--- src/rtl/sprite_reg_write_master.sv ---
// Purpose : Avalon-MM write initiator that replays committed batches of sprite/score
//           register updates into the VGA register slave, one batch per vertical blank.
// Latency : vsync first sampled low at edge N while armed -> first write on the bus in
//           cycle N+1; K entries with no stalls occupy cycles N+1..N+K, DONE in N+K+1.
// Backpressure: cmd_ready drops while the FIFO is full, during a flush and during reset;
//           avm_waitrequest freezes the bus (address, data and strobes held stable).
//
// Ports
//   clk, reset                      system clock; asynchronous active-high reset
//   cmd_valid/cmd_ready             upstream push handshake
//   cmd_addr/cmd_data/cmd_last      entry payload; cmd_last commits the batch
//   vga_vs                          active-low vsync from the VGA timing generator
//   avm_chipselect/avm_write        Avalon-MM strobes (asserted together in BURST)
//   avm_address/avm_writedata       Avalon-MM write address / data (0 when idle)
//   avm_waitrequest                 slave stall
//   busy                            FSM not idle
//   frame_count                     batches fully written, wraps at 16 bits
//   overflow_err                    sticky: an uncommitted batch filled the FIFO

module sprite_reg_write_master #(
   parameter int DEPTH  = 16,
   parameter int ADDR_W = 9,
   parameter int DATA_W = 32
) (
   input  logic              clk,
   input  logic              reset,
   input  logic              cmd_valid,
   output logic              cmd_ready,
   input  logic [ADDR_W-1:0] cmd_addr,
   input  logic [DATA_W-1:0] cmd_data,
   input  logic              cmd_last,
   input  logic              vga_vs,
   output logic              avm_chipselect,
   output logic              avm_write,
   output logic [ADDR_W-1:0] avm_address,
   output logic [DATA_W-1:0] avm_writedata,
   input  logic              avm_waitrequest,
   output logic              busy,
   output logic [15:0]       frame_count,
   output logic              overflow_err
);

   localparam int PTR_W = $clog2(DEPTH);
   localparam int CNT_W = PTR_W + 1;
   localparam int ENT_W = 1 + ADDR_W + DATA_W;

   typedef enum logic [1:0] {
      S_IDLE  = 2'd0,
      S_ARMED = 2'd1,
      S_BURST = 2'd2,
      S_DONE  = 2'd3
   } state_t;

   // ------------------------------------------------------------------
   // State
   // ------------------------------------------------------------------
   state_t             state_q, state_d;
   logic [PTR_W-1:0]   wr_ptr_q, wr_ptr_d;
   logic [PTR_W-1:0]   rd_ptr_q, rd_ptr_d;
   logic [CNT_W-1:0]   count_q, count_d;
   logic [CNT_W-1:0]   pending_q, pending_d;   // committed batches still in the FIFO
   logic               vs_q;
   logic [15:0]        frame_count_q, frame_count_d;
   logic               overflow_err_q, overflow_err_d;
   logic               flush_q, flush_d;

   // Entry storage: {last, addr, data}. Not reset; validity is tracked by the pointers.
   logic [ENT_W-1:0]   mem_q [DEPTH];

   // ------------------------------------------------------------------
   // FIFO head decode and handshake terms
   // ------------------------------------------------------------------
   logic [ENT_W-1:0]   head;
   logic               head_last;
   logic [ADDR_W-1:0]  head_addr;
   logic [DATA_W-1:0]  head_data;

   logic full;
   logic push;
   logic pop;
   logic push_last;
   logic retire_last;
   logic in_burst;
   logic vblank_start;
   logic ovf_trig;

   assign head      = mem_q[rd_ptr_q];
   assign head_last = head[ENT_W-1];
   assign head_addr = head[DATA_W +: ADDR_W];
   assign head_data = head[DATA_W-1:0];

   assign full      = (count_q == CNT_W'(DEPTH));
   assign in_burst  = (state_q == S_BURST);

   // A full FIFO with nothing committed can never drain: the open batch is lost.
   // flush_q masks the trigger so the flush lasts exactly one cycle.
   assign ovf_trig  = full && (pending_q == '0) && !flush_q;

   // Gated with reset so the handshake is closed for the whole reset window.
   assign cmd_ready = !reset && !full && !flush_q;
   assign push      = cmd_valid && cmd_ready;
   assign pop       = in_burst && !avm_waitrequest;
   assign push_last = push && cmd_last;
   assign retire_last = pop && head_last;

   // Falling edge of the active-low vsync marks vertical-blank onset.
   assign vblank_start = vs_q && !vga_vs;

   // ------------------------------------------------------------------
   // FIFO, pending and status next-state
   // ------------------------------------------------------------------
   always_comb begin
      wr_ptr_d       = wr_ptr_q;
      rd_ptr_d       = rd_ptr_q;
      count_d        = count_q;
      pending_d      = pending_q + CNT_W'(push_last) - CNT_W'(retire_last);
      frame_count_d  = frame_count_q;
      overflow_err_d = overflow_err_q | ovf_trig;
      flush_d        = ovf_trig;

      if (flush_q) begin
         // No push (cmd_ready low) and no pop (nothing committed) can coincide.
         wr_ptr_d = '0;
         rd_ptr_d = '0;
         count_d  = '0;
      end else begin
         if (push) begin
            wr_ptr_d = wr_ptr_q + PTR_W'(1);
         end
         if (pop) begin
            rd_ptr_d = rd_ptr_q + PTR_W'(1);
         end
         count_d = count_q + CNT_W'(push) - CNT_W'(pop);
      end

      if (state_q == S_DONE) begin
         frame_count_d = frame_count_q + 16'd1;
      end
   end

   // ------------------------------------------------------------------
   // Control FSM next-state
   // ------------------------------------------------------------------
   always_comb begin
      state_d = state_q;
      unique case (state_q)
         S_IDLE: begin
            if (pending_q != '0) begin
               state_d = S_ARMED;
            end
         end
         S_ARMED: begin
            if (vblank_start) begin
               state_d = S_BURST;
            end
         end
         S_BURST: begin
            if (retire_last) begin
               state_d = S_DONE;
            end
         end
         S_DONE: begin
            // pending already reflects the batch just retired, so a further
            // committed batch waits for the next vblank.
            if (pending_q != '0) begin
               state_d = S_ARMED;
            end else begin
               state_d = S_IDLE;
            end
         end
         default: state_d = S_IDLE;
      endcase
   end

   // ------------------------------------------------------------------
   // Registers
   // ------------------------------------------------------------------
   always_ff @(posedge clk or posedge reset) begin
      if (reset) begin
         state_q        <= S_IDLE;
         wr_ptr_q       <= '0;
         rd_ptr_q       <= '0;
         count_q        <= '0;
         pending_q      <= '0;
         vs_q           <= 1'b1;
         frame_count_q  <= '0;
         overflow_err_q <= 1'b0;
         flush_q        <= 1'b0;
      end else begin
         state_q        <= state_d;
         wr_ptr_q       <= wr_ptr_d;
         rd_ptr_q       <= rd_ptr_d;
         count_q        <= count_d;
         pending_q      <= pending_d;
         vs_q           <= vga_vs;
         frame_count_q  <= frame_count_d;
         overflow_err_q <= overflow_err_d;
         flush_q        <= flush_d;
      end
   end

   always_ff @(posedge clk) begin
      if (push) begin
         mem_q[wr_ptr_q] <= {cmd_last, cmd_addr, cmd_data};
      end
   end

   // ------------------------------------------------------------------
   // Outputs: bus is driven only in BURST, so reset drops it asynchronously
   // ------------------------------------------------------------------
   assign avm_chipselect = in_burst;
   assign avm_write      = in_burst;
   assign avm_address    = in_burst ? head_addr : '0;
   assign avm_writedata  = in_burst ? head_data : '0;
   assign busy           = (state_q != S_IDLE);
   assign frame_count    = frame_count_q;
   assign overflow_err   = overflow_err_q;

endmodule

--- config.mk ---
export PLATFORM = sky130hd
export DESIGN_NAME = sprite_reg_write_master
export DESIGN_NICKNAME = d
export VERILOG_FILES = /design/src/rtl/sprite_reg_write_master.sv
export SDC_FILE = /design/constraint.sdc
export NUM_CORES = 1
export LEC_CHECK = 0
export ABC_AREA = 1
export BUFFER_PORTS_ARGS = -buffer_cell sky130_fd_sc_hd__buf_4
export CORE_ASPECT_RATIO = 0.7
export CORE_UTILIZATION = 40
export DETAILED_ROUTE_END_ITERATION = 16
export MAX_ROUTING_LAYER = met4
export SYNTH_ARGS = -nofsm -noshare
export SYNTH_HDL_FRONTEND = slang
export SYNTH_SLANG_ARGS = --single-unit
--- constraint.sdc ---
create_clock -name clk -period 3.25 [get_ports clk]
set_clock_uncertainty 0.1 [all_clocks]
set_input_delay 0.65 -clock clk [delete_from_list [all_inputs] [get_ports clk]]
set_output_delay 0.65 -clock clk [all_outputs]
set_load 0.02 [all_outputs]
# ---- After elaboration in Yosys (flattened, before gate mapping)
# Memory sizes are Yosys's and may differ from the RTL's.
# Index checks and enable logic that the tools add are counted.
dict set report word_totals {
  ram_bits 672
  memories 1
  register_bits 39
  inputBits 47
}
dict set report op_classes {
  add_sub_neg 7
  bitwise_logic 1
  n_mux 14
  reduce_logical 21
  n_eq_ne 7
}
# name words word_bits rd rd_ports_with_merged_regs write_ports line_no
set mem_list {}
lappend mem_list {mem_q 16 42 1 0 1 68} ;# logic [ENT_W-1:0] mem_q [DEPTH];
# cell count
set ops {}
lappend ops {{$mux W32} 1}
lappend ops {{$add A16 B1 Y16 const B} 1}
lappend ops {{$mux W4} 4}
lappend ops {{$add A5 B1 Y5} 2}
lappend ops {{$sub A5 B1 Y5} 2}
lappend ops {{$logic_and A1 B1 Y1} 9}
lappend ops {{$mux W9} 1}
lappend ops {{$add A4 B1 Y4 const B} 2}
lappend ops {{$pmux W2 S4} 1}
lappend ops {{$mux W2} 3}
lappend ops {{$ne A2 B2 Y1 const B} 3}
lappend ops {{$reduce_bool A2 Y1} 3}
lappend ops {{$eq A5 B5 Y1 const B} 1}
lappend ops {{$logic_not A1 Y1} 5}
lappend ops {{$logic_not A5 Y1} 1}
lappend ops {{$mux W5} 1}
lappend ops {{$reduce_bool A5 Y1} 1}
lappend ops {{$eq A2 B2 Y1 const B} 2}
lappend ops {{$mux W1} 3}
lappend ops {{$reduce_and A3 Y1} 1}
lappend ops {{$eq A2 B1 Y1 const B} 1}
lappend ops {{$logic_not A2 Y1} 1}
lappend ops {{$or A1 B1 Y1} 1}

# ---- Longest topological paths before layout
# Gate-level depths: netlist (run 1).
dict set report depth {
  word_depth 8
  depth_mapped 19
  depth_no_buf 17
}

# ---- Least setup slack after synthesis (run 1)
# OpenSTA, ideal clock, no wires.
dict set report synth_timing {
  path_kind {input to register}
  from {in reset}
  to {mem mem_q[11][0] in the netlist's numbering (enable)}
  path_slack_ps -818
  required_ps 2708
  path_buffers 0
  path_stages 5
  arrival_ps 3526
  path_cell_list {nor3_1 nand2_1 inv_1 nand2_1 nor2_1}
}
dict set report synth_between {
  elab_chain_cells 6
}
# item line_no
set synth_rtl {}
lappend synth_rtl {{start, declared} 26} ;# input logic reset,
lappend synth_rtl {{$logic_not A1 Y1 (no line)} n/a}
lappend synth_rtl {{$logic_and A1 B1 Y1 (2 in series)} 100} ;# assign cmd_ready = !reset && !full && !flush_q;
lappend synth_rtl {{$logic_and A1 B1 Y1} 101} ;# assign push = cmd_valid && cmd_ready;
lappend synth_rtl {{$mux W1} 203} ;# if (push) begin
lappend synth_rtl {{$mux W1 (not written as such)} 204} ;# mem_q[wr_ptr_q] <= {cmd_last, cmd_addr, cmd_data};
lappend synth_rtl {{end, declared} 68}
# No other way between the ends.

# ---- Worst setup path after layout (run 1)
dict set report layout_timing {
  from {reg rd_ptr_q[0]}
  to {out avm_address[7]}
}
dict set report layout_between {
  elab_chain_cells 2
}
# item line_no
set layout_rtl {}
lappend layout_rtl {{start, declared} 59} ;# logic [PTR_W-1:0] rd_ptr_q, rd_ptr_d;
lappend layout_rtl {{start signal, assigned} 192} ;# rd_ptr_q <= rd_ptr_d;
lappend layout_rtl {{$mem_v2 Z16 W42} n/a}
lappend layout_rtl {{$mux W9} 213} ;# assign avm_address = in_burst ? head_addr : '0;
lappend layout_rtl {{end, declared} 35} ;# output logic [ADDR_W-1:0] avm_address,
# No other way between the ends.

==> results of run 1 <==
[cell type report]
| class | instances | area, um2 |
|---|---|---|
| sequential | 711 | 21200 |
| timing repair inverter | 2 | 28.8 |
| tap | 913 | 1140 |
| inverter | 58 | 256 |
| multi-input combinational | 1138 | 6390 |
| clock inverter | 36 | 365 |
| antenna | 1 | 2.50 |
| clock buffer | 87 | 1900 |
| timing repair buffer | 225 | 2880 |
| fill | 5833 | 35700 |
[through the flow]
step | area, um2 | power, W
floorplan | 28200 | 0.0170
global placement | 30500 | 0.0200
detailed placement | 30500 | 0.0202
CTS | 33600 | 0.0298
global route | 34100 | 0.0320
finish | 34100 | 0.0307
[report_power, final]
part | total [W] | leakage [nW] | switching, W | internal [W]
Sequential | 0.0109 | 6.54 | 0.000267 | 0.0106
Combinational | 0.0117 | 3.78 | 0.00732 | 0.00442
Clock | 0.00814 | 1.10 | 0.00338 | 0.00477
[logic make-up (layout without fill, tap and decap cells)]
kind of cell / Yosys count / count (layout)
adder cells (fa/ha/maj): 25 / 25
AO/OA/AOI/OAI: 606 / 606
XOR/XNOR: 21 / 21
AND/OR/NAND/NOR: 486 / 486
buffers and inverters: 202 / 408
other: 0 / 1
flip-flops: 711 / 711
[state kept, by name, summed over array words and instances, names as in the netlist]
register,flops
mem_q,672
count_q,5
state_q,2
frame_count,16
rd_ptr_q,4
flush_q,1
wr_ptr_q,4
overflow_err,1
pending_q,5
vs_q,1
[per-layer routing]
| metal | GRT usage | vias up |
|---|---|---|
| met5 | - | - |
| met4 | 0.0504 | 0 |
| li1 | - | 8082 |
| met1 | 0.307 | 9284 |
| met3 | 0.0338 | 120 |
| met2 | 0.337 | 834 |
[how the worst max path moves through the flow]
stage                start           endpoint  slack (ns)  cells after the start
5_1_grt        rd_ptr_q[0]       pending_q[4]        -0.1                     19
3_5_place_dp   rd_ptr_q[0]       pending_q[4]        0.23                     16
6_report       rd_ptr_q[0]     avm_address[7]       -0.01                      9
2_1_floorplan        reset       mem_q[11][0]       -0.17                      5
4_1_cts        rd_ptr_q[0]  avm_writedata[15]       -0.05                      8
3_3_place_gp   rd_ptr_q[0]   avm_writedata[7]        0.29                      6
[what timing repair did]
action,CTS,global route
resized for setup,49,68
hold buffers,1,0
setup endpoints to repair,41,42
pin swaps,5,32
hold endpoints to repair,6,0
setup buffers,20,7
cloned,16,13
[worst max-delay path: stages, from the launching register on]
cell and delay [ns]:
dfrtp_4 0.51, buf_4 0.16, buf_12 0.12, buf_12 0.13
buf_16 0.16, o21ai_2 0.15, o22ai_1 0.10, o211ai_1 0.25
a21oi_1 0.12, buf_4 0.19
[cell usage in the layout (no fill, tap or decap), types with 3 or more instances in the layout]
| master | netlist | final |
|---|---|---|
| a21oi_1 | 51 | 38 |
| a21oi_2 | 0 | 13 |
| buf_12 | 0 | 33 |
| buf_16 | 0 | 23 |
| buf_4 | 10 | 142 |
| buf_6 | 8 | 9 |
| bufinv_16 | 0 | 8 |
| clkbuf_1 | 77 | 12 |
| clkbuf_16 | 0 | 86 |
| clkinv_1 | 2 | 19 |
| clkinv_2 | 0 | 6 |
| dfrtp_1 | 38 | 34 |
| dfrtp_4 | 0 | 3 |
| edfxtp_1 | 672 | 672 |
| ha_1 | 23 | 23 |
| inv_1 | 54 | 53 |
| inv_2 | 0 | 3 |
| nand2_1 | 58 | 56 |
| nand3_1 | 56 | 56 |
| nand4_1 | 3 | 3 |
| nor2_1 | 350 | 325 |
| nor2_2 | 11 | 18 |
| nor2_4 | 0 | 18 |
| nor3_1 | 5 | 5 |
| o211ai_1 | 51 | 51 |
| o21ai_0 | 278 | 264 |
| o21ai_1 | 59 | 64 |
| o21ai_2 | 0 | 9 |
| o221ai_1 | 113 | 109 |
| o221ai_2 | 0 | 4 |
| o22ai_1 | 52 | 50 |
| xnor2_1 | 7 | 7 |
| xor2_1 | 14 | 14 |
==> results by group, run 1 <==
Drt
  • Post-DR wirelength/cell: 25.1 um
  • Total number of vias: 18300
  • DRT Pass-1 Iters: 5
  • DRC: 0
  • WL met1: 35600 um
  • Drt initial violations: 2215
  • Met3 WL post-DR: 5970 um
  • Drt total wl: 79600 um
  • Post-route ant nets: 0
  • Max Used Layer: met4
  • WL met2: 36600 um
  • DR vias/cell: 5.78

Timing
  • Max Freq: 0.306 GHz
  • Setup TNS: -0.0210 ns
  • Final setup fails: 3
  • RSZ-0062 raised after global routing: yes
  • Final period util: 1.00
  • Slew Limit Fails: 0
  • Rel. slew slack: 0.614
  • Final Hold Viols: 0
  • Fin crit period: 3.26 ns
  • Worst hold margin: 0.0607 ns
  • Worst-Margin Slew: 0.579 ns
  • Setup slack after layout: -0.0148 ns

Place
  • Placed Cells: 2992
  • Routability Congestion: 0.769
  • Port bufs: 108
  • HPWL after DPL: 35200 um
  • Setup WS pre-CTS: 0.235 ns

Pwr
  • Worst vdd ir: 0.745 mV
  • Leak: 11.4 nW
  • P per Cell Area: 901 mW/mm2

Floorplan
  • Vert. Die Dim: 224 um
  • Core box area: 0.0698 mm2
  • Num rows: 81
  • Starting Density: 0.404
  • Die footprint: 0.0716 mm2
  • Die width: 319 um
  • Boundary pin count: 109

Final layout
  • Proportion of layout cells with a drive suffix above 1: 0.176
  • Syn-to-layout area delta: 21.0%
  • # nets final: 2278
  • Fin util: 0.489
  • Final non-filler cell total: 3171

Min path
  • Hold depth: 1
  • Hold path start: vga_vs
  • Worst Hold Endpoint: vs_q
  • Worst Hold Class: in -> reg

Yosys
  • Top-area cell type share of the netlist area: 0.715
  • Synth top area cells: edfxtp_1, o21ai_0, nor2_1, o221ai_1, dfrtp_1
  • FF+latch count, synth: 711
  • Compound-cell area share of the yosys netlist: 0.130
  • Netlist cell types: 34
  • Syn_nets: 2123
  • Mean Syn Cell Area: 13.8 um2
  • Synth warn: 0
  • Largest family of logic cells by synthesized area: compound AO/OA/AOI/OAI gates
  • Simple-gate share of the synthesized area: 0.0691
  • Post-synth EDFFs: 672
  • Most common cell in the netlist: edfxtp_1
  • Fraction of the mapped netlist area in adder cells: 0.0116
  • Top FF cell, synth: edfxtp_1
  • Sequential element share of the synthesized area: 0.750
  • Asr flop ratio synth: 0.0549
  • Cell taking the most area after synthesis: edfxtp_1
  • Post-Synth XOR/XNOR Area: 0.00652
  • Post-synthesis mux area share: 0
  • Synth Instances: 2051
  • Synth top cells by count: edfxtp_1, nor2_1, o21ai_0
  • Post-Syn Area: 0.0282 mm2

CTS
  • Num CTS Buffers: 70
  • Maximum root-to-sink buffer count: 3
  • CTS H-tree depth: 3
  • Skew-Pair Late Insertion Delay: 0.61 ns
  • Clock Sinks: 711
  • CTS clk-pin slew, worst paths: 0.06 ns
  • CTS Root Cell: clkbuf_16
  • CTS tree: done

Critical path
  • CP arrival: 2.51 ns
  • WS Path Type: reg -> out
  • Critical-path maximum fanout: 12
  • R2R setup slack: 0.09 ns
  • Critical Path End Type: output port
  • Crit start category: flip-flop
  • CP Data Required Time: 2.50 ns
  • Worst reg2reg path endpoint: pending_q[4]
  • Reg2Reg Depth: 19
  • RR Startpoint: rd_ptr_q[0]

Global route
  • Pin count of the biggest net entering global routing: 93
  • First-pass GRT wire length: 114000 um
  • Initial antenna violation count: 1
  • Vias in the first global route: 17900
  • Gr usage total: 0.219
  • Grt ovf: 0

Run status
  • Violated checks: negative setup slack
  • Outcome: finished, violations left

Flow run
  • Number of max-cap violations: 0
(Power assumes the default switching activity.)
==> inputs of run 2 (changes only) <==
--- a/config.mk
+++ b/config.mk
@@ -11,6 +11,7 @@
 export CORE_UTILIZATION = 40
 export DETAILED_ROUTE_END_ITERATION = 16
 export MAX_ROUTING_LAYER = met4
+export SETUP_SLACK_MARGIN = 0.15
 export SYNTH_ARGS = -nofsm -noshare
 export SYNTH_HDL_FRONTEND = slang
 export SYNTH_SLANG_ARGS = --single-unit
==> results by group, run 2 (synthesized netlist as in run 1, its figures left out) <==
Floorplan
  • Die footprint: 0.0716 mm2
  • Boundary pin count: 109
  • Core box area: 0.0698 mm2
  • Starting Density: 0.404
  • Die width: 319 um
  • Vert. Die Dim: 224 um
  • Num rows: 81

Final layout
  • Syn-to-layout area delta: 26.7%
  • Most common cell after layout, fill and taps aside: edfxtp_1
  • # nets final: 2334
  • Commonest non-fill, non-tap cells in the layout: edfxtp_1, nor2_1, o21ai_0, buf_4, clkbuf_16
  • Proportion of layout cells with a drive suffix above 1: 0.233
  • Reg with most FFs: mem_q
  • Design area: 0.0357 mm2
  • Largest register FFs: 672
  • Final non-filler cell total: 3227

CTS
  • CTS Root Cell: clkbuf_16
  • Maximum root-to-sink buffer count: 3
  • Num CTS Buffers: 70
  • Clock Sinks: 711
  • CTS tree: done
  • CTS H-tree depth: 3
  • Skew-Pair Late Insertion Delay: 0.61 ns
  • CTS clk-pin slew, worst paths: 0.06 ns

Run status
  • Violated checks: negative setup slack
  • Outcome: finished, violations left

Place
  • Placed cell areas: 0.0305 mm2
  • HPWL after DPL: 35200 um
  • Placed Cells: 2992
  • Port bufs: 108
  • Routability Congestion: 0.769

Timing
  • Worst hold margin: 0.0600 ns
  • Rel. slew slack: 0.613
  • Final Hold Viols: 0
  • Final setup fails: 4
  • Worst-Margin Slew: 0.580 ns
  • Max Freq: 0.303 GHz
  • Slew Limit Fails: 0
  • Setup slack after layout: -0.0483 ns
  • RSZ-0062 raised after global routing: yes
  • Fin crit period: 3.30 ns
  • Final period util: 1.01

Critical path
  • WS Path Type: reg -> out
  • Critical-path maximum fanout: 8
  • Crit start category: flip-flop
  • CP Data Required Time: 2.50 ns
  • Critical Path End Type: output port
  • CP arrival: 2.55 ns

Global route
  • Pin count of the biggest net entering global routing: 79
  • Initial antenna violation count: 1
  • First-pass GRT wire length: 117000 um
  • Grt ovf: 0
  • Gr usage total: 0.226
  • Vias in the first global route: 18100

Drt
  • DRC: 0
  • DRT Pass-1 Iters: 5
  • Total number of vias: 19200
  • Post-DR wirelength/cell: 27.0 um
  • Drt total wl: 87100 um
  • DR vias/cell: 5.95
  • Drt initial violations: 2300
  • Post-route ant nets: 0

Pwr
  • P per Cell Area: 934 mW/mm2
  • Leak: 12.0 nW
  • Worst vdd ir: 0.819 mV

Min path
  • Worst Hold Class: in -> reg

Flow run
  • Number of max-cap violations: 0
run 2: cell count changes in the layout (fill, tap and decap cells not counted), sizes merged:
| cell | change |
|---|---|
| clkbuf | +21 |
| buf | +35 |
| clkinv | +1 |
| bufbuf | -1 |
run 2: report_power, final:
group | switching [W] | internal, W | leakage, nW | total (W)
Sequential | 0.000279 | 0.0106 | 6.54 | 0.0109
Combinational | 0.00848 | 0.00583 | 4.41 | 0.0143
Clock | 0.00342 | 0.00477 | 1.10 | 0.00819
run 2: worst paths after layout:
kind / end / slack, ns / cells after the start / startpoint
max: avm_writedata[6] / -0.05 / 9 / rd_ptr_q[0]
min in group asynchronous: frame_count[2] / 0.55 / 3 / reset
max reg2reg: pending_q[4] / 0.08 / 19 / rd_ptr_q[0]
min reg2reg: overflow_err / 0.40 / 1 / overflow_err
min: vs_q / 0.06 / 1 / vga_vs
max in group asynchronous: frame_count[11] / 1.87 / 4 / reset
run 2: through the flow:
step / setup TNS, ns / worst slack (ns) / total power [W] / util
global route: -2.00 / -0.118 / 0.0345 / 0.512
global placement: 0 / 0.293 / 0.0200 / 0.436
floorplan: -97.13 / -0.166 / 0.0170 / -
detailed placement: 0 / 0.235 / 0.0202 / 0.436
CTS: -0.0907 / -0.0248 / 0.0306 / 0.488
finish: -0.0725 / -0.0483 / 0.0334 / 0.512
run 2: routing by layer:
metal  share of wire  GRT usage  vias up
li1                -          -     8217
met1            0.42      0.317     9685
met2            0.46      0.344     1128
met3            0.10     0.0351      159
met4           0.023     0.0563        0
met5               0          -        -
run 2: timing repair:
action                     4_1_cts  5_1_grt
gates cloned                    24       45
gates resized for setup        118      157
hold endpoints to repair         6        0
setup endpoints to repair       41       43
hold buffers                     1        0
pin swaps                       24       92
buffers inserted                26       15
run 2: cell type report:
type                            instances  area [um2]
Antenna cell                            1        2.50
Clock buffer                           87        1900
Clock inverter                         36         365
Fill cell                            5620       34100
Inverter                               58         256
Multi-Input combinational cell       1138        6850
Sequential cell                       711       21200
Tap cell                              913        1140
Timing Repair Buffer                  280        4000
Timing Repair inverter                  3        55.1
run 2: critical path, stage by stage (launching register included):
cell	delay [ns]
dfrtp_4	0.51
buf_12	0.17
clkinv_16	0.10
buf_12	0.13
buf_16	0.12
nor2_1	0.04
o221ai_1	0.24
o211ai_1	0.16
a21oi_2	0.29
buf_6	0.16
==> inputs of run 3 (changes only) <==
--- a/config.mk
+++ b/config.mk
@@ -10,7 +10,6 @@
 export CORE_ASPECT_RATIO = 0.7
 export CORE_UTILIZATION = 40
 export DETAILED_ROUTE_END_ITERATION = 16
-export MAX_ROUTING_LAYER = met4
 export SETUP_SLACK_MARGIN = 0.15
 export SYNTH_ARGS = -nofsm -noshare
 export SYNTH_HDL_FRONTEND = slang
==> results by group, run 3 (synthesized netlist as in run 1, its figures left out) <==
Drt
  • Total number of vias: 19000
  • Drt total wl: 85100 um
  • DRT Pass-1 Iters: 5
  • DR vias/cell: 5.90
  • Post-DR wirelength/cell: 26.5 um
  • Post-route ant nets: 0
  • Drt initial violations: 2291
  • DRC: 0

Pwr
  • Clock group share of total power: 0.248
  • Combinational share of power: 0.423
  • P per Cell Area: 927 mW/mm2
  • Flop pwr share: 0.330
  • Leak: 11.9 nW
  • Psw: 0.0120 W
  • Switching Share: 0.365
  • Worst vdd ir: 0.779 mV
  • Int Pwr: 0.0210 W

Timing
  • Fin crit period: 3.27 ns
  • Final setup fails: 4
  • Worst-Margin Slew: 0.569 ns
  • Setup slack after layout: -0.0243 ns
  • Max Freq: 0.305 GHz
  • Rel. slew slack: 0.621
  • Slew Limit Fails: 0
  • RSZ-0062 raised after global routing: yes
  • Final period util: 1.01
  • Final Hold Viols: 0
  • Setup TNS: -0.0412 ns

Final layout
  • Commonest non-fill, non-tap cells in the layout: edfxtp_1, nor2_1, o21ai_0, buf_4, clkbuf_16
  • Largest register FFs: 672
  • Most common cell after layout, fill and taps aside: edfxtp_1
  • Final non-filler cell total: 3212
  • Reg with most FFs: mem_q
  • Syn-to-layout area delta: 26.1%
  • # nets final: 2319
  • Proportion of layout cells with a drive suffix above 1: 0.235

Floorplan
  • Starting Density: 0.404
  • Num rows: 81
  • Boundary pin count: 109
  • Vert. Die Dim: 224 um
  • Core box area: 0.0698 mm2
  • Die width: 319 um
  • Die footprint: 0.0716 mm2

Place
  • Routability Congestion: 0.759
  • Placed Cells: 2992
  • Port bufs: 108
  • HPWL after DPL: 35200 um

Flow run
  • Number of max-cap violations: 0

Global route
  • Initial antenna violation count: 2
  • Vias in the first global route: 18100
  • First-pass GRT wire length: 117000 um
  • Pin count of the biggest net entering global routing: 79
  • Gr usage total: 0.219
  • Grt ovf: 0

Critical path
  • Crit path max-delay family: buffers and inverters
  • CP Data Required Time: 2.50 ns
  • Crit start category: flip-flop
  • WS Path Type: reg -> out
  • Worst path buffer plus inverter count: 6
  • Critical-path maximum fanout: 8
  • RR Startpoint: rd_ptr_q[0]
  • Worst setup startpoint: rd_ptr_q[0]
  • Critical Path End Type: output port
  • Crit-path cells: buf_12 -> clkinv_16 -> buf_16 -> clkbuf_16 -> nor2_2 -> o221ai_1 -> nand3_1 -> a21oi_1 -> buf_4 -> buf_6
  • Worst path max stage delay: 0.51 ns
  • Slowest-stage cell, CP: dfrtp_4
  • CP arrival: 2.52 ns

Min path
  • Worst Hold Class: in -> reg
  • Hold path start: vga_vs

CTS
  • Clock Sinks: 711
  • Maximum root-to-sink buffer count: 3
  • CTS clk-pin slew, worst paths: 0.06 ns
  • Skew-Pair Late Insertion Delay: 0.61 ns
  • CTS H-tree depth: 3
  • CTS tree: done
  • Num CTS Buffers: 70
  • CTS Root Cell: clkbuf_16

Run status
  • Outcome: finished, violations left
  • Violated checks: negative setup slack
[run 3: worst paths after layout]
kind	endpoint	slack, ns	cells after the start
hold reg to reg	overflow_err	0.40	1
hold / removal	vs_q	0.06	1
max in group asynchronous	frame_count[11]	1.86	4
setup / recovery	avm_writedata[30]	-0.02	10
min in group asynchronous	frame_count[2]	0.56	3
setup reg to reg	pending_q[4]	0.14	19
[run 3: power by group through the flow]
stage	clock network, W	logic, W	registers (W)
after floorplan	0	0.00601	0.0110
after global placement	0	0.00893	0.0111
after detailed placement	0	0.00914	0.0111
after CTS	0.00825	0.0115	0.0109
after global routing	0.00857	0.0147	0.0109
final	0.00818	0.0139	0.0109
[run 3: final cells by class]
type | count | area (um2)
diodes | 1 | 2.50
clock buffers | 87 | 1900
clock inverters | 36 | 365
fillers | 5705 | 34300
inverters | 58 | 256
multi-input cells | 1138 | 6930
flip-flops and latches | 711 | 21200
well taps | 913 | 1140
repair buffers | 266 | 3770
repair inverters | 2 | 38.8
[run 3: worst register-to-register path: stages, from the launching register on]
cell	delay, ns
dfrtp_4	0.51
buf_12	0.17
clkinv_16	0.11
buf_4	0.13
buf_4	0.12
nand2_1	0.05
nand3_1	0.07
nand3_1	0.10
nand3_1	0.13
nand2_2	0.09
nand2_2	0.07
inv_1	0.04
ha_1	0.26
inv_1	0.04
ha_1	0.20
fa_2	0.37
a21oi_2	0.13
nor2_1	0.06
nor2_1	0.11
xor2_1	0.16
[run 3: routing by layer]
layer / share of wire / global-route usage / vias up
met3: 0.094 / 0.0355 / 140
li1: - / - / 8188
met4: 0.022 / 0.0563 / 0
met2: 0.46 / 0.344 / 1011
met5: 0 / 0 / -
met1: 0.43 / 0.316 / 9619
[run 3: what timing repair did]
| action | in CTS | in global routing |
|---|---|---|
| hold buffers | 1 | 0 |
| endpoints found under the setup margin | 41 | 43 |
| cloned | 24 | 34 |
| hold endpoints to repair | 6 | 0 |
| buffers inserted | 26 | 11 |
| pin swaps | 24 | 100 |
| resized for setup | 118 | 182 |
[run 3: stage by stage]
stage | hold slack, ns | setup slack (ns) | total power (W) | utilization | cell area, um2
6_report | 0.0611 | -0.0243 | 0.0330 | 0.509 | 35600
5_1_grt | 0.0364 | -0.0914 | 0.0342 | 0.509 | 35600
4_1_cts | 0.0294 | -0.0248 | 0.0306 | 0.488 | 34100
3_5_place_dp | 0.385 | 0.235 | 0.0202 | 0.436 | 30500
3_3_place_gp | 0.382 | 0.293 | 0.0200 | 0.436 | 30500
2_1_floorplan | 0.379 | -0.166 | 0.0170 | - | 28200
